===== src/rtl/eth_pkg.sv =====
// Shared Ethernet datapath types: packet kinds chosen by the transmit scheduler,
// ARP event codes from eth_recv and the broadcast address.
package eth_pkg;

  typedef enum logic [3:0] {
    PKT_NONE     = 4'd0,
    PKT_ARP_REQ  = 4'd1,
    PKT_ARP_RESP = 4'd2,
    PKT_UDP      = 4'd3
  } pkt_type_e;

  typedef enum logic [1:0] {
    ARP_OP_NONE  = 2'd0,
    ARP_OP_REQ   = 2'd1,
    ARP_OP_REPLY = 2'd2
  } arp_op_e;

  typedef enum logic [1:0] {
    S_IDLE,
    S_ARM,
    S_BUSY
  } sched_state_e;

  localparam logic [47:0] BROADCAST_MAC = 48'hFFFF_FFFF_FFFF;

endpackage


===== src/rtl/eth_tx_sched_if.sv =====
// Scheduler bus: ARP events and eth_send strobes in, packet selection out.
// master = surrounding datapath (eth_recv/eth_send), slave = eth_tx_sched.
interface eth_tx_sched_if;
  logic [1:0]  i_arp_op;
  logic [47:0] i_arp_mac;
  logic [31:0] i_arp_ip;
  logic        i_udp_req;
  logic        i_tx_sop;
  logic        i_tx_eop;
  logic [3:0]  o_pkt_type;
  logic [47:0] o_target_mac;
  logic [31:0] o_target_ip;
  logic        o_arp_valid;

  modport master (
    output i_arp_op, i_arp_mac, i_arp_ip, i_udp_req, i_tx_sop, i_tx_eop,
    input  o_pkt_type, o_target_mac, o_target_ip, o_arp_valid
  );

  modport slave (
    input  i_arp_op, i_arp_mac, i_arp_ip, i_udp_req, i_tx_sop, i_tx_eop,
    output o_pkt_type, o_target_mac, o_target_ip, o_arp_valid
  );
endinterface


===== src/rtl/eth_ms_tick.sv =====
// Millisecond prescaler: counts 0..CLK_PER_MS-1 and pulses ms_tick_o for one
// cycle on the wrap.
module eth_ms_tick #(
  parameter int unsigned CLK_PER_MS = 100000
) (
  input  logic clk,
  input  logic rst,
  output logic ms_tick_o
);
  localparam int unsigned CW = (CLK_PER_MS > 1) ? $clog2(CLK_PER_MS) : 1;

  logic [CW-1:0] cnt_q;
  logic          wrap;

  assign wrap      = (cnt_q == CW'(CLK_PER_MS - 1));
  assign ms_tick_o = wrap;

  always_ff @(posedge clk or posedge rst) begin
    if (rst) cnt_q <= '0;
    else     cnt_q <= wrap ? '0 : cnt_q + 1'b1;
  end
endmodule


===== src/rtl/eth_tx_sched.sv =====
// Transmit scheduler: arbitrates ARP response / ARP request / UDP for eth_send,
// owning the ARP refresh timer, the single-entry target cache and the reply latch.
module eth_tx_sched
  import eth_pkg::*;
#(
  parameter int unsigned CLK_PER_MS    = 100000,
  parameter int unsigned ARP_PERIOD_MS = 3000,
  parameter int unsigned MAX_MISS      = 1,
  parameter logic [31:0] TARGET_IP     = 32'h0A00006F
) (
  input logic           clk,
  input logic           rst,
  eth_tx_sched_if.slave bus
);
  localparam int unsigned TW = (ARP_PERIOD_MS > 1) ? $clog2(ARP_PERIOD_MS) : 1;
  localparam int unsigned MW = (MAX_MISS > 1) ? $clog2(MAX_MISS + 1) : 1;
  localparam logic [MW-1:0] MISS_SAT  = MW'(MAX_MISS);
  localparam logic [MW-1:0] MISS_LAST = MW'(MAX_MISS - 1);

  logic          ms_tick;
  logic [TW-1:0] timer_q;
  logic          req_pend_q, resp_pend_q, arp_valid_q, outstanding_q;
  logic [MW-1:0] miss_q;
  logic [47:0]   lat_mac_q, cache_mac_q, mac_q, mac_d, win_mac;
  logic [31:0]   lat_ip_q, ip_q, ip_d, win_ip;
  pkt_type_e     type_q, type_d, win_type;
  sched_state_e  state_q, state_d;
  logic          arp_req_in, tgt_reply, sop_acc, req_sop, resp_sop, timer_wrap, udp_lost;

  eth_ms_tick #(.CLK_PER_MS(CLK_PER_MS)) u_ms_tick (
    .clk       (clk),
    .rst       (rst),
    .ms_tick_o (ms_tick)
  );

  assign arp_req_in = (bus.i_arp_op == ARP_OP_REQ);
  assign tgt_reply  = (bus.i_arp_op == ARP_OP_REPLY) && (bus.i_arp_ip == TARGET_IP);
  assign sop_acc    = (state_q == S_ARM) && bus.i_tx_sop;
  assign req_sop    = sop_acc && (type_q == PKT_ARP_REQ);
  assign resp_sop   = sop_acc && (type_q == PKT_ARP_RESP);
  assign timer_wrap = ms_tick && (timer_q == TW'(ARP_PERIOD_MS - 1));
  assign udp_lost   = (type_q == PKT_UDP) && !arp_valid_q;

  // A same-cycle target reply wins over miss accounting; the request just sent stays outstanding.
  always_ff @(posedge clk or posedge rst) begin
    if (rst) begin
      timer_q       <= '0;
      req_pend_q    <= 1'b1;
      resp_pend_q   <= 1'b0;
      lat_mac_q     <= '0;
      lat_ip_q      <= '0;
      cache_mac_q   <= '0;
      arp_valid_q   <= 1'b0;
      miss_q        <= '0;
      outstanding_q <= 1'b0;
    end else begin
      if (req_sop)      timer_q <= '0;
      else if (ms_tick) timer_q <= timer_wrap ? '0 : timer_q + 1'b1;

      if (timer_wrap)   req_pend_q <= 1'b1;
      else if (req_sop) req_pend_q <= 1'b0;

      if (arp_req_in) begin
        resp_pend_q <= 1'b1;
        lat_mac_q   <= bus.i_arp_mac;
        lat_ip_q    <= bus.i_arp_ip;
      end else if (resp_sop) begin
        resp_pend_q <= 1'b0;
      end

      if (tgt_reply) begin
        cache_mac_q   <= bus.i_arp_mac;
        arp_valid_q   <= 1'b1;
        miss_q        <= '0;
        outstanding_q <= req_sop;
      end else if (req_sop) begin
        outstanding_q <= 1'b1;
        if (outstanding_q) begin
          if (miss_q != MISS_SAT)  miss_q <= miss_q + 1'b1;
          if (miss_q >= MISS_LAST) arp_valid_q <= 1'b0;
        end
      end
    end
  end

  always_comb begin
    win_type = PKT_NONE;
    win_mac  = cache_mac_q;
    win_ip   = TARGET_IP;
    if (resp_pend_q) begin
      win_type = PKT_ARP_RESP;
      win_mac  = lat_mac_q;
      win_ip   = lat_ip_q;
    end else if (req_pend_q) begin
      win_type = PKT_ARP_REQ;
      win_mac  = arp_valid_q ? cache_mac_q : BROADCAST_MAC;
    end else if (arp_valid_q && bus.i_udp_req) begin
      win_type = PKT_UDP;
    end
  end

  always_ff @(posedge clk or posedge rst) begin
    if (rst) begin
      state_q <= S_IDLE;
      type_q  <= PKT_NONE;
      mac_q   <= BROADCAST_MAC;
      ip_q    <= '0;
    end else begin
      state_q <= state_d;
      type_q  <= type_d;
      mac_q   <= mac_d;
      ip_q    <= ip_d;
    end
  end

  always_comb begin
    state_d = state_q;
    case (state_q)
      S_IDLE:  if (win_type != PKT_NONE) state_d = S_ARM;
      S_ARM: begin
        if (bus.i_tx_sop) state_d = bus.i_tx_eop ? S_IDLE : S_BUSY;
        else if (udp_lost) state_d = S_IDLE;
      end
      S_BUSY:  if (bus.i_tx_eop) state_d = S_IDLE;
      default: state_d = S_IDLE;
    endcase
  end

  always_comb begin
    type_d = type_q;
    mac_d  = mac_q;
    ip_d   = ip_q;
    case (state_q)
      S_IDLE: begin
        type_d = win_type;
        if (win_type != PKT_NONE) begin
          mac_d = win_mac;
          ip_d  = win_ip;
        end
      end
      S_ARM:   if (bus.i_tx_sop ? bus.i_tx_eop : udp_lost) type_d = PKT_NONE;
      S_BUSY:  if (bus.i_tx_eop) type_d = PKT_NONE;
      default: type_d = PKT_NONE;
    endcase
  end

  assign bus.o_pkt_type   = type_q;
  assign bus.o_target_mac = mac_q;
  assign bus.o_target_ip  = ip_q;
  assign bus.o_arp_valid  = arp_valid_q;
endmodule


===== src/flat_wrapper.sv =====
// flat-port wrapper written by rule: the top's interface ports become plain ports
module eth_tx_sched_flat import eth_pkg::*;
#(
  parameter int unsigned CLK_PER_MS    = 100000,
  parameter int unsigned ARP_PERIOD_MS = 3000,
  parameter int unsigned MAX_MISS      = 1,
  parameter logic [31:0] TARGET_IP     = 32'h0A00006F
)
  (clk, rst, bus_i_arp_op, bus_i_arp_mac, bus_i_arp_ip, bus_i_udp_req, bus_i_tx_sop, bus_i_tx_eop, bus_o_pkt_type, bus_o_target_mac, bus_o_target_ip, bus_o_arp_valid);
  eth_tx_sched_if bus_i ();
  input logic clk;
  input logic rst;
  input wire logic [$bits(bus_i.i_arp_op)-1:0] bus_i_arp_op;
  input wire logic [$bits(bus_i.i_arp_mac)-1:0] bus_i_arp_mac;
  input wire logic [$bits(bus_i.i_arp_ip)-1:0] bus_i_arp_ip;
  input wire logic [$bits(bus_i.i_udp_req)-1:0] bus_i_udp_req;
  input wire logic [$bits(bus_i.i_tx_sop)-1:0] bus_i_tx_sop;
  input wire logic [$bits(bus_i.i_tx_eop)-1:0] bus_i_tx_eop;
  output wire logic [$bits(bus_i.o_pkt_type)-1:0] bus_o_pkt_type;
  output wire logic [$bits(bus_i.o_target_mac)-1:0] bus_o_target_mac;
  output wire logic [$bits(bus_i.o_target_ip)-1:0] bus_o_target_ip;
  output wire logic [$bits(bus_i.o_arp_valid)-1:0] bus_o_arp_valid;
  assign bus_i.i_arp_op = bus_i_arp_op;
  assign bus_i.i_arp_mac = bus_i_arp_mac;
  assign bus_i.i_arp_ip = bus_i_arp_ip;
  assign bus_i.i_udp_req = bus_i_udp_req;
  assign bus_i.i_tx_sop = bus_i_tx_sop;
  assign bus_i.i_tx_eop = bus_i_tx_eop;
  assign bus_o_pkt_type = bus_i.o_pkt_type;
  assign bus_o_target_mac = bus_i.o_target_mac;
  assign bus_o_target_ip = bus_i.o_target_ip;
  assign bus_o_arp_valid = bus_i.o_arp_valid;
  eth_tx_sched #(.CLK_PER_MS(CLK_PER_MS), .ARP_PERIOD_MS(ARP_PERIOD_MS), .MAX_MISS(MAX_MISS), .TARGET_IP(TARGET_IP)) u_core (.clk(clk), .rst(rst), .bus(bus_i));
endmodule

===== config.mk =====
export PLATFORM = sky130hd
export DESIGN_NAME = eth_tx_sched_flat
export DESIGN_NICKNAME = d
export VERILOG_FILES = /design/src/rtl/eth_pkg.sv /design/src/rtl/eth_tx_sched_if.sv /design/src/rtl/eth_ms_tick.sv /design/src/rtl/eth_tx_sched.sv /design/src/flat_wrapper.sv
export SDC_FILE = /design/constraint.sdc
export NUM_CORES = 1
export LEC_CHECK = 0
export CAP_MARGIN = 10
export CORE_MARGIN = 2
export CORE_UTILIZATION = 45
export DETAILED_ROUTE_END_ITERATION = 7
export GPL_TIMING_DRIVEN = 0
export PLACE_DENSITY_LB_ADDON = 0.08
export SLEW_MARGIN = 30
export SYNTH_ARGS = -nofsm -noshare
export SYNTH_HDL_FRONTEND = slang
export SYNTH_SLANG_ARGS = --single-unit

===== constraint.sdc =====
create_clock -name clk -period 25.7 [get_ports clk]
set_clock_uncertainty 0.15 [all_clocks]
set_input_delay 7.71 -clock clk [delete_from_list [all_inputs] [get_ports clk]]
set_output_delay 7.71 -clock clk [all_outputs]
set_load 0.02 [all_outputs]

### Word level (Yosys, flattened, before mapping)

Cells that the tools add are included.
Widths: inputs -> output; s select.

* reduce and logical (&&, ||, !) cells: 21
* $add $sub $neg: 3
* equal/unequal tests: 14
* muxes and demuxes: 35
* $lt $le $gt $ge: 1
* bitwise logic cells: 0
* divide/modulo/power cells: 0
* multiply operators: 0
* shift-type cells: 0

Operator list (number)
* $mux 48: 3
* $mux 12: 3
* $eq 32x28->1 const B: 1
* $mux 32: 1
* $add 17x1->17 const B: 1
* $eq 17x17->1 const B: 1
* $mux 17: 1
* $mux 4: 4
* $mux 1: 15
* $add 12x1->12 const B: 1
* $eq 12x12->1 const B: 1
* $mux 2: 6
* $pmux 4 s3: 1
* $reduce_bool 2->1: 6
* $eq 4x2->1 const B: 2
* $logic_and 1x1->1: 7
* $pmux 2 s3: 1
* $reduce_and 2->1: 3
* $reduce_and 3->1: 2
* $eq 2x1->1 const B: 2
* $eq 2x2->1 const B: 2
* $eq 4x1->1 const B: 1
* $ne 2x2->1 const B: 2
* $reduce_bool 4->1: 1
* 6 further kinds: 6

* word-level logic and storage cells: 88
* bits in writable memories: 0
* memories: 0
* bits in latches: 0
* memory bits (read-only): 0
* output and inout bits: 85
* input port bits: 87
* register bits: 248

### Logic depth before layout (Yosys ltp)

Gate-level depths: netlist of the first run.

* depth after elaboration: 7
* depth in mapped cells: 8
* gate-level depth less buffers: 6

### Modules after synthesis

A second synthesis of the first run with hierarchy kept.

* cells, all modules: 752
* area total of the unflattened synthesis: 9848.2 µm²

By module, submodules not included
* eth_tx_sched: cells each 677, times used 1, area each 9022.4 µm²
* eth_ms_tick: cells each 75, times used 1, area each 825.8 µm²

### Least setup slack after synthesis of the first run

Ideal clock, no wire load.

* path type: input to register
* from: input port bus_i_arp_ip[26]
* to: register u_core.cache_mac_q[0]
* setup slack: 16335 ps
* arrival time: 9090 ps
* data required time: 25425 ps
* library setup time: 125 ps
* stages on the path: 5
* path through: nor4b_1 > nand3_1 > nor3_1 > clkbuf_1 > mux2_2

* longest elaborated chain between the ends: 2

Ends and longest elaborated chain
* from (decl): RTL line flat_wrapper.sv:15 `input wire logic [$bits(bus_i.i_arp_ip)-1:0] bus_i_arp_ip;`
* $eq 32x28->1: RTL line eth_tx_sched.sv:37 `assign tgt_reply = (bus.i_arp_op == ARP_OP_REPLY) && (bus.i_arp_ip == TARGET_IP);`
* $logic_and 1x1->1: RTL line eth_tx_sched.sv:37
* to (signal assigned): RTL line eth_tx_sched.sv:72 `cache_mac_q <= bus.i_arp_mac;`
* to (decl): RTL line eth_tx_sched.sv:24 `logic [47:0] lat_mac_q, cache_mac_q, mac_q, mac_d, win_mac;`

No other way between the ends.
A chain may end at the register's enable or synchronous reset.

### Worst setup path in the final report of the first run

* from: input port bus_i_arp_ip[17]
* to: register u_core.cache_mac_q[5]

Same word-level chain as after synthesis.

==> results of run 1 <==
## per-layer routing
metal	up-vias	GRT usage, %
met3	35	5.00
met2	151	35.1
met4	0	5.56
li1	3103	-
met5	-	0
met1	3472	27.7
## Yosys cell counts, drive strengths merged, types with 2 or more instances
library cell / number
nand3: 8
nor2b: 2
buf: 10
or4b: 2
a22o: 24
xor2: 11
dfstp: 49
clkbuf: 35
nor4b: 2
nand3b: 2
o21a: 2
nand2: 66
nor3b: 3
o22ai: 48
nor4: 6
and4b: 2
inv: 6
and3: 6
ha: 2
xnor2: 10
nand2b: 3
dfrtp: 196
mux2: 128
o21ai: 62
and4: 2
or3: 2
a21oi: 4
nand4: 5
o2111ai: 3
o22a: 8
nor2: 21
nor3: 6
## stage by stage
stage	utilization (%)	hold WS (ns)	area (um2)	total power, uW
after global placement	55.9	0.315	11800	1030
after floorplan	-	0.302	9790	822
after detailed placement	56.2	0.320	11900	1050
after CTS	60.4	0.329	12800	1440
final	60.4	0.325	12800	1420
after global routing	60.4	0.340	12800	1500
## kinds of logic (layout without fill, tap and decap cells)
logic type | after synthesis | after routing | share of synthesized area [%]
and+or+nand+nor | 142 | 142 | 7.30
AOI/OAI and AO/OA | 156 | 156 | 10.2
buffers and inverters | 52 | 272 | 2.17
xor gates and xnor gates | 21 | 21 | 1.88
adders and majority gates | 2 | 2 | 0.256
other | 1 | 3 | 0.0383
DFF | 245 | 245 | 63.3
muxes | 129 | 129 | 14.8
## sequential cells by signal, indices dropped and copies added (netlist names), 2 cells and up
register	count
u_core.bus.o_target_mac	48
u_core.bus.o_target_ip	32
u_core.u_ms_tick.cnt_q	17
u_core.timer_q	12
u_core.bus.o_pkt_type	2
u_core.state_q	2
u_core.lat_mac_q	48
u_core.lat_ip_q	32
u_core.cache_mac_q	48
## final cells by class
cell class              instances  area (um2)
fillers                      1675        8370
flip-flops and latches        245        6190
multi-input cells             452        3390
repair buffers                171        1750
clock buffers                  39         761
well taps                     275         344
plain buffers                  45         186
clock inverters                10         129
inverters                       7        33.8
diodes                          1        2.50
## path summary, 6_finish.rpt
check / startpoint / to / cells after the start / slack (ns)
setup / recovery: bus_i_arp_ip[17] / u_core.cache_mac_q[5] / 6 / 15.81
hold / removal: u_core.bus.o_target_mac[34] / u_core.bus.o_target_mac[34] / 2 / 0.32
setup reg to reg: u_core.bus.o_arp_valid / u_core.bus.o_target_mac[39] / 7 / 22.95
hold reg to reg: u_core.bus.o_target_mac[34] / u_core.bus.o_target_mac[34] / 2 / 0.32
max in group asynchronous: rst / u_core.bus.o_target_mac[5] / 3 / 17.07
min in group asynchronous: rst / u_core.lat_mac_q[34] / 2 / 7.51
## critical path, delay by kind of cell
kind	cells	cell delay, ns
simple gates	3	1.04
mux	1	0.41
buf+inv	2	0.99
## report_power, final
group | total [uW] | internal [uW] | leakage (uW) | switching, uW
logic | 479 | 212 | 0.00211 | 267
registers | 561 | 506 | 0.00298 | 55.6
clock network | 384 | 235 | 0.000441 | 150
total | 1420 | 952 | 0.00553 | 473
==> report_table.html, run 1 <==
<table>
<tr><th>Metric</th><th>Value</th></tr>
<tr><th colspan="2">Synth</th></tr>
<tr><td>Instance count of the mapped netlist</td><td>748</td></tr>
<tr><td>Ys async rst share</td><td>100%</td></tr>
<tr><td>Largest area contributor in the synthesized netlist</td><td>sky130_fd_sc_hd__dfrtp_1</td></tr>
<tr><td>Avg Inst Size Synth</td><td>13.1 um2</td></tr>
<tr><td>Number of synthesis warnings</td><td>0</td></tr>
<tr><td>Sequential-to-total area share from yosys stat</td><td>63.3%</td></tr>
<tr><td>Fraction of post-synthesis cell area in the top cell type by area</td><td>50.1%</td></tr>
<tr><td>Cell area after synthesis</td><td>0.00978 mm2</td></tr>
<tr><td>Most area-consuming cells after synthesis</td><td>sky130_fd_sc_hd__dfrtp_1, sky130_fd_sc_hd__mux2_2, sky130_fd_sc_hd__dfstp_2</td></tr>
<tr><td>Distinct cell type count after synthesis</td><td>50</td></tr>
<tr><td>Number of enable-type register cells in the synthesized netlist</td><td>0</td></tr>
<tr><td>Most common flop cell mapped by yosys</td><td>sky130_fd_sc_hd__dfrtp_1</td></tr>
<tr><td>Synthesized flop and latch total</td><td>245</td></tr>
<tr><th colspan="2">Critical path</th></tr>
<tr><td>Chain of cells forming the critical path</td><td>clkdlybuf4s50_1, nor4_1, nand3_1, nor3_2, clkbuf_1, mux2_2</td></tr>
<tr><td>Max stage delay cell, worst path</td><td>sky130_fd_sc_hd__clkbuf_1</td></tr>
<tr><td>Kind of end point of the critical path</td><td>flop</td></tr>
<tr><td>Slowest cell delay on critical path</td><td>0.56 ns</td></tr>
<tr><td>Startpoint class of the critical path</td><td>input pin</td></tr>
<tr><td>CP Max Fanout</td><td>10</td></tr>
<tr><td>Worst endpoint required time</td><td>25.96 ns</td></tr>
<tr><td>Worst endpoint data arrival time</td><td>10.16 ns</td></tr>
<tr><td>Critical setup path kind</td><td>in2reg</td></tr>
<tr><th colspan="2">CTS</th></tr>
<tr><td>Number of resized instances in the post-cts repair step</td><td>0</td></tr>
<tr><td>Clock tree from TritonCTS</td><td>yes</td></tr>
<tr><td>Number of buffers inserted for hold repair after clock tree synthesis</td><td>0</td></tr>
<tr><td>Number of buffers between clock root and the deepest sink</td><td>3</td></tr>
<tr><td>Clock slew at the register clock pins of the worst setup and hold paths</td><td>0.06 ns</td></tr>
<tr><td>CTS Buf Count</td><td>27</td></tr>
<tr><td>Clock root cell</td><td>sky130_fd_sc_hd__clkbuf_16</td></tr>
<tr><td>Clock Sinks</td><td>245</td></tr>
<tr><td>Setup Buffers After CTS</td><td>0</td></tr>
<tr><td>H-tree level count</td><td>1</td></tr>
<tr><td>Latest clock arrival within the worst-skew pair</td><td>0.53 ns</td></tr>
<tr><th colspan="2">Global routing</th></tr>
<tr><td>Global-route wire length before repair</td><td>38.0 mm</td></tr>
<tr><td>Vias in the first global route</td><td>7,282</td></tr>
<tr><td>Initial antenna violation count</td><td>1</td></tr>
<tr><td>All-layer global routing usage</td><td>21.0%</td></tr>
<tr><td>Overflow left after global routing</td><td>0</td></tr>
<tr><td>Pin count of the biggest net entering global routing</td><td>90</td></tr>
<tr><th colspan="2">STA</th></tr>
<tr><td>Setup TNS Final</td><td>0 ns</td></tr>
<tr><td>Max Fclk</td><td>0.101 GHz</td></tr>
<tr><td>Final period utilization</td><td>38.5%</td></tr>
<tr><td>Final WS setup</td><td>15.81 ns</td></tr>
<tr><td>RSZ-0062 raised after global routing</td><td>no</td></tr>
<tr><td>Period minus WS final</td><td>9.89 ns</td></tr>
<tr><td>Final slew viol count</td><td>0</td></tr>
<tr><td>Slew Limit Headroom</td><td>47.2%</td></tr>
<tr><td>Transition time at the pin with the least slew margin</td><td>0.785 ns</td></tr>
<tr><td>Final setup violating endpoints</td><td>0</td></tr>
<tr><td>Endpoints failing hold</td><td>0</td></tr>
<tr><th colspan="2">Pwr</th></tr>
<tr><td>Maximum resistive drop on vdd</td><td>66.1 uV</td></tr>
<tr><td>PD cells</td><td>111 mW/mm2</td></tr>
<tr><td>Static Leak</td><td>0.00553 uW</td></tr>
<tr><th colspan="2">Finish</th></tr>
<tr><td>Post-layout net count</td><td>1,038</td></tr>
<tr><td>Number of standard cells in the layout, taps in and fillers out</td><td>1,245</td></tr>
<tr><td>Most used cells in the layout excluding fill and tap cells</td><td>sky130_fd_sc_hd__dfrtp_1, sky130_fd_sc_hd__clkdlybuf4s50_1, sky130_fd_sc_hd__mux2_2</td></tr>
<tr><td>Area growth from synthesis to layout</td><td>30.7%</td></tr>
<tr><td>Fraction of final layout cells sized beyond drive strength 1</td><td>24.4%</td></tr>
<tr><td>Commonest non-fill, non-tap cell in the layout</td><td>sky130_fd_sc_hd__dfrtp_1</td></tr>
<tr><th colspan="2">Die</th></tr>
<tr><td>Number of ports placed on the die boundary</td><td>172</td></tr>
<tr><td>Die area</td><td>0.0229 mm2</td></tr>
<tr><td>Initial core utilization</td><td>46.3%</td></tr>
<tr><td>Overall die width</td><td>151 um</td></tr>
<tr><td>Core area</td><td>0.0212 mm2</td></tr>
<tr><td>Number of placement rows</td><td>53</td></tr>
<tr><td>Vertical die dimension</td><td>151 um</td></tr>
<tr><th colspan="2">Placement</th></tr>
<tr><td>Final weighted congestion in routability-driven placement</td><td>0.799</td></tr>
<tr><td>Placed wire-length estimate</td><td>16.5 mm</td></tr>
<tr><td>IO Port Bufs</td><td>169</td></tr>
<tr><td>Post-placement worst setup slack</td><td>15.19 ns</td></tr>
<tr><td>Placed cells</td><td>1,195</td></tr>
<tr><th colspan="2">Detailed routing</th></tr>
<tr><td>Number of nets still failing antenna checks after routing</td><td>0</td></tr>
<tr><td>Final routed DRC violation total</td><td>0</td></tr>
<tr><td>Wire length per cell after detailed routing</td><td>19.1 um</td></tr>
<tr><td>Number of design-rule violations left by the first detailed-router iteration</td><td>254</td></tr>
<tr><td>Average via count per standard cell</td><td>5.43</td></tr>
<tr><td>Top metal layer carrying routed signals</td><td>met4</td></tr>
<tr><td>Total routed wirelength</td><td>23.7 mm</td></tr>
<tr><td>Met2 Wirelength</td><td>11.5 mm</td></tr>
<tr><td>Detailed-route wire length on metal 1</td><td>10.2 mm</td></tr>
<tr><td>First drt pass iteration count</td><td>4</td></tr>
<tr><td>Met3 Wirelength</td><td>1.41 mm</td></tr>
<tr><td>Total via count after detailed routing</td><td>6,761</td></tr>
<tr><th colspan="2">Hold path</th></tr>
<tr><td>Type of the most critical hold path</td><td>reg2reg</td></tr>
<tr><th colspan="2">Run status</th></tr>
<tr><td>Outcome</td><td>completed</td></tr>
<tr><th colspan="2">Flow run</th></tr>
<tr><td>Number of violations of the max-capacitance limit</td><td>0</td></tr>
</table>
(Power assumes the default switching activity.)
==> run 2, diff against run 1 <==
==> constraint.sdc (replaced) <==
create_clock -name clk -period 8.7 [get_ports clk]
set_clock_uncertainty 0.15 [all_clocks]
set_input_delay 2.61 -clock clk [delete_from_list [all_inputs] [get_ports clk]]
set_output_delay 2.61 -clock clk [all_outputs]
set_load 0.02 [all_outputs]
==> run 2 against run 1 <==
Net effect:
- flip-flop and latch count unchanged
- die area unchanged
- register-to-register slack worse by 17 ns
- largest cell class unchanged
- via count up 1.4%
- power rose to 3.0 times the previous value
- worst setup slack worse by 12 ns
- first-iteration DRC count up 15%
- worst hold slack better by 0.0011 ns
- critical path depth unchanged
- sequential share of layout area down 0.83 points
- highest routed layer unchanged
==> report_table.html, run 2 (synthesis gave the netlist of run 1 again) <==
<table>
<tr><th>Metric</th><th>Value</th></tr>
<tr><th colspan="2">Pwr</th></tr>
<tr><td>Maximum resistive drop on vdd</td><td>160 uV (+140%)</td></tr>
<tr><td>PD cells</td><td>330 mW/mm2 (+200%)</td></tr>
<tr><td>Static Leak</td><td>0.00563 uW (+1.9%)</td></tr>
<tr><th colspan="2">Critical path</th></tr>
<tr><td>Slowest cell delay on critical path</td><td>0.57 ns (about the same)</td></tr>
<tr><td>Max stage delay cell, worst path</td><td>sky130_fd_sc_hd__clkbuf_1</td></tr>
<tr><td>Critical setup path kind</td><td>in2reg</td></tr>
<tr><td>Kind of end point of the critical path</td><td>flop</td></tr>
<tr><td>Beginning of the worst register-to-register path</td><td>u_core.bus.o_arp_valid</td></tr>
<tr><td>Terminus of the critical flop-to-flop path</td><td>u_core.bus.o_target_mac[6]</td></tr>
<tr><td>Cell family contributing the most delay on the critical path</td><td>simple AND/OR/NAND/NOR gates</td></tr>
<tr><td>Worst endpoint data arrival time</td><td>5.16 ns (-5.00 ns)</td></tr>
<tr><td>Chain of cells forming the critical path</td><td>clkdlybuf4s50_1, nor4_1, nand4_1, nor3_2, clkbuf_1, mux2_2</td></tr>
<tr><td>CP Max Fanout</td><td>10 (unchanged)</td></tr>
<tr><td>Buffers and inverters on the worst path</td><td>2 (unchanged)</td></tr>
<tr><td>Worst endpoint required time</td><td>8.95 ns (-17.01 ns)</td></tr>
<tr><td>Startpoint class of the critical path</td><td>input pin</td></tr>
<tr><td>Cells on worst reg2reg path</td><td>7 (unchanged)</td></tr>
<tr><td>Flop2flop setup slack</td><td>5.89 ns (-17.06 ns)</td></tr>
<tr><th colspan="2">Global routing</th></tr>
<tr><td>Pin count of the biggest net entering global routing</td><td>33 (-63%)</td></tr>
<tr><td>Initial antenna violation count</td><td>1 (unchanged)</td></tr>
<tr><td>GR Util met3</td><td>4.73% (-0.27 points)</td></tr>
<tr><td>Met1 usage</td><td>29.0% (+1.3 points)</td></tr>
<tr><td>Overflow left after global routing</td><td>0 (unchanged)</td></tr>
<tr><td>All-layer global routing usage</td><td>21.4% (+0.35 points)</td></tr>
<tr><td>Most utilized layer in the global route result</td><td>met2</td></tr>
<tr><td>Vias in the first global route</td><td>7,255 (-0.37%)</td></tr>
<tr><td>Global-route track usage on met2</td><td>34.6% (-0.45 points)</td></tr>
<tr><td>Global-route wire length before repair</td><td>38.5 mm (+1.3%)</td></tr>
<tr><th colspan="2">CTS</th></tr>
<tr><td>CTS Buf Count</td><td>26 (-3.7%)</td></tr>
<tr><td>Number of buffers between clock root and the deepest sink</td><td>3 (unchanged)</td></tr>
<tr><td>Latest clock arrival within the worst-skew pair</td><td>0.52 ns (about the same)</td></tr>
<tr><td>Number of buffers inserted for hold repair after clock tree synthesis</td><td>0 (unchanged)</td></tr>
<tr><td>Clock tree from TritonCTS</td><td>yes</td></tr>
<tr><td>Clock root cell</td><td>sky130_fd_sc_hd__clkbuf_16</td></tr>
<tr><td>Clock slew at the register clock pins of the worst setup and hold paths</td><td>0.06 ns (about the same)</td></tr>
<tr><td>Setup Buffers After CTS</td><td>0 (unchanged)</td></tr>
<tr><td>Clock Sinks</td><td>245 (unchanged)</td></tr>
<tr><td>H-tree level count</td><td>1 (unchanged)</td></tr>
<tr><td>Number of resized instances in the post-cts repair step</td><td>0 (unchanged)</td></tr>
<tr><th colspan="2">Detailed routing</th></tr>
<tr><td>Number of nets still failing antenna checks after routing</td><td>0 (unchanged)</td></tr>
<tr><td>First drt pass iteration count</td><td>4 (unchanged)</td></tr>
<tr><td>Wire length per cell after detailed routing</td><td>19.4 um (+1.9%)</td></tr>
<tr><td>Number of design-rule violations left by the first detailed-router iteration</td><td>293 (+15%)</td></tr>
<tr><td>Total via count after detailed routing</td><td>6,857 (+1.4%)</td></tr>
<tr><td>Total routed wirelength</td><td>24.3 mm (+2.4%)</td></tr>
<tr><td>Average via count per standard cell</td><td>5.48 (+0.93%)</td></tr>
<tr><td>Final routed DRC violation total</td><td>0 (unchanged)</td></tr>
<tr><th colspan="2">Die</th></tr>
<tr><td>Number of placement rows</td><td>53 (unchanged)</td></tr>
<tr><td>Vertical die dimension</td><td>151 um (unchanged)</td></tr>
<tr><td>Die area</td><td>0.0229 mm2 (unchanged)</td></tr>
<tr><td>Initial core utilization</td><td>46.3% (unchanged)</td></tr>
<tr><td>Core area</td><td>0.0212 mm2 (unchanged)</td></tr>
<tr><td>Overall die width</td><td>151 um (unchanged)</td></tr>
<tr><td>Number of ports placed on the die boundary</td><td>172 (unchanged)</td></tr>
<tr><th colspan="2">Finish</th></tr>
<tr><td>Fraction of final layout cells sized beyond drive strength 1</td><td>25.3% (+0.98 points)</td></tr>
<tr><td>Most used cells in the layout excluding fill and tap cells</td><td>sky130_fd_sc_hd__dfrtp_1, sky130_fd_sc_hd__clkdlybuf4s50_1, sky130_fd_sc_hd__mux2_2</td></tr>
<tr><td>Post-layout net count</td><td>1,044 (+0.58%)</td></tr>
<tr><td>Number of filler cells placed in the layout</td><td>1,674 (-0.060%)</td></tr>
<tr><td>Area growth from synthesis to layout</td><td>32.9%</td></tr>
<tr><td>Commonest non-fill, non-tap cell in the layout</td><td>sky130_fd_sc_hd__dfrtp_1</td></tr>
<tr><td>Number of standard cells in the layout, taps in and fillers out</td><td>1,251 (+0.48%)</td></tr>
<tr><th colspan="2">Placement</th></tr>
<tr><td>Post-placement worst setup slack</td><td>2.94 ns (-12.24 ns)</td></tr>
<tr><td>Placed cells</td><td>1,202 (+0.59%)</td></tr>
<tr><td>IO Port Bufs</td><td>169 (unchanged)</td></tr>
<tr><td>Final weighted congestion in routability-driven placement</td><td>0.809 (+1.2%)</td></tr>
<tr><td>Placed wire-length estimate</td><td>17.2 mm (+4.2%)</td></tr>
<tr><th colspan="2">STA</th></tr>
<tr><td>Final slew viol count</td><td>0 (unchanged)</td></tr>
<tr><td>Period minus WS final</td><td>4.91 ns</td></tr>
<tr><td>Setup TNS Final</td><td>0 ns (unchanged)</td></tr>
<tr><td>Final WS setup</td><td>3.79 ns (-12.01 ns)</td></tr>
<tr><td>Final setup violating endpoints</td><td>0 (unchanged)</td></tr>
<tr><td>Final period utilization</td><td>56.4%</td></tr>
<tr><td>Slew Limit Headroom</td><td>47.1% (-0.17 points)</td></tr>
<tr><td>RSZ-0062 raised after global routing</td><td>no</td></tr>
<tr><td>Max Fclk</td><td>0.204 GHz</td></tr>
<tr><td>Transition time at the pin with the least slew margin</td><td>0.788 ns (+0.00259 ns)</td></tr>
<tr><td>Endpoints failing hold</td><td>0 (unchanged)</td></tr>
<tr><th colspan="2">Flow run</th></tr>
<tr><td>Number of violations of the max-capacitance limit</td><td>0 (unchanged)</td></tr>
<tr><th colspan="2">Hold path</th></tr>
<tr><td>Hold path startpoint</td><td>u_core.bus.o_target_mac[31]</td></tr>
<tr><td>Type of the most critical hold path</td><td>reg2reg</td></tr>
<tr><td>Number of stages on the worst hold path</td><td>2 (unchanged)</td></tr>
<tr><td>Worst Hold End</td><td>u_core.bus.o_target_mac[31]</td></tr>
<tr><th colspan="2">Run status</th></tr>
<tr><td>Outcome</td><td>completed</td></tr>
</table>
==> run 2: changes by cell type in the layout (fill, tap and decap cells not counted), sizes merged <==
cell      delta
clkinv       +1
buf          +7
bufinv       +2
clkbuf       -3
clkinvlp     +1
inv          -2
==> run 2: power by group <==
| group | total, uW | internal, uW | switching (uW) |
|---|---|---|---|
| combinational | 1430 | 633 | 798 |
| clock | 1210 | 764 | 444 |
| sequential | 1660 | 1490 | 163 |
| total | 4290 | 2890 | 1400 |
==> run 2: worst register-to-register path: stages (launching register included) <==
cell and delay (ns):
sky130_fd_sc_hd__dfrtp_1 0.46, sky130_fd_sc_hd__nand2_1 0.16, sky130_fd_sc_hd__nand2_1 0.11, sky130_fd_sc_hd__o21ai_0 0.52
sky130_fd_sc_hd__clkbuf_1 0.57, sky130_fd_sc_hd__clkbuf_1 0.49, sky130_fd_sc_hd__nand2_1 0.14, sky130_fd_sc_hd__o21ai_0 0.13
==> run 2: area by class of cell <==
cell class	count	area [um2]	share of cell area, %
Sequential cell	245	6190	47.6
Multi-Input combinational cell	452	3390	26.0
Timing Repair Buffer	178	1910	14.7
Clock buffer	36	769	5.92
Tap cell	275	344	2.65
Buffer	45	186	1.43
Clock inverter	12	185	1.42
Inverter	7	30.0	0.231
Antenna cell	1	2.50	0.0192
==> run 2: worst max-delay path by stage <==
stage | from | end | slack (ns) | cells past startpoint
6_report | bus_i_arp_ip[9] | u_core.cache_mac_q[1] | 3.79 | 6
5_1_grt | bus_i_udp_req | u_core.bus.o_target_mac[6] | 3.64 | 8
4_1_cts | bus_i_arp_ip[9] | u_core.cache_mac_q[1] | 3.46 | 6
3_5_place_dp | bus_i_arp_ip[19] | u_core.cache_mac_q[3] | 2.94 | 6
3_3_place_gp | rst | u_core.cache_mac_q[15] | 1.21 | 2
2_1_floorplan | rst | u_core.bus.o_arp_valid | 2.76 | 1
==> run 2: stage by stage <==
| stage | power (uW) | util (%) | instance area, um2 | hold WS (ns) |
|---|---|---|---|---|
| global placement | 3060 | 55.9 | 11800 | 0.315 |
| CTS | 4330 | 61.5 | 13000 | 0.330 |
| finish | 4290 | 61.5 | 13000 | 0.326 |
| floorplan | 2430 | - | 9790 | 0.302 |
| global route | 4510 | 61.5 | 13000 | 0.349 |
| detailed placement | 3110 | 56.9 | 12000 | 0.320 |
==> run 2: routing by layer <==
layer  part of all wire [%]  wire [um]
met5                      0          0
met1                     43      10500
met2                     48      11800
met3                    5.9       1420
met4                    2.6        639
==> run 3, diff against run 2 <==
==> constraint.sdc (replaced) <==
create_clock -name clk -period 4.8 [get_ports clk]
set_clock_uncertainty 0.15 [all_clocks]
set_input_delay 1.44 -clock clk [delete_from_list [all_inputs] [get_ports clk]]
set_output_delay 1.44 -clock clk [all_outputs]
set_load 0.02 [all_outputs]
==> results of run 3 <==
The final DEF is identical to that of run 2. Status: completed.
Main changes from that run: setup slack after placement 2.94 ns -> 0.214 ns; setup slack after layout 3.79 ns -> 1.06 ns; register-to-register setup slack 5.89 ns -> 1.99 ns; total power 4290 uW -> 7780 uW; worst IR drop on VDD 160 uV -> 290 uV
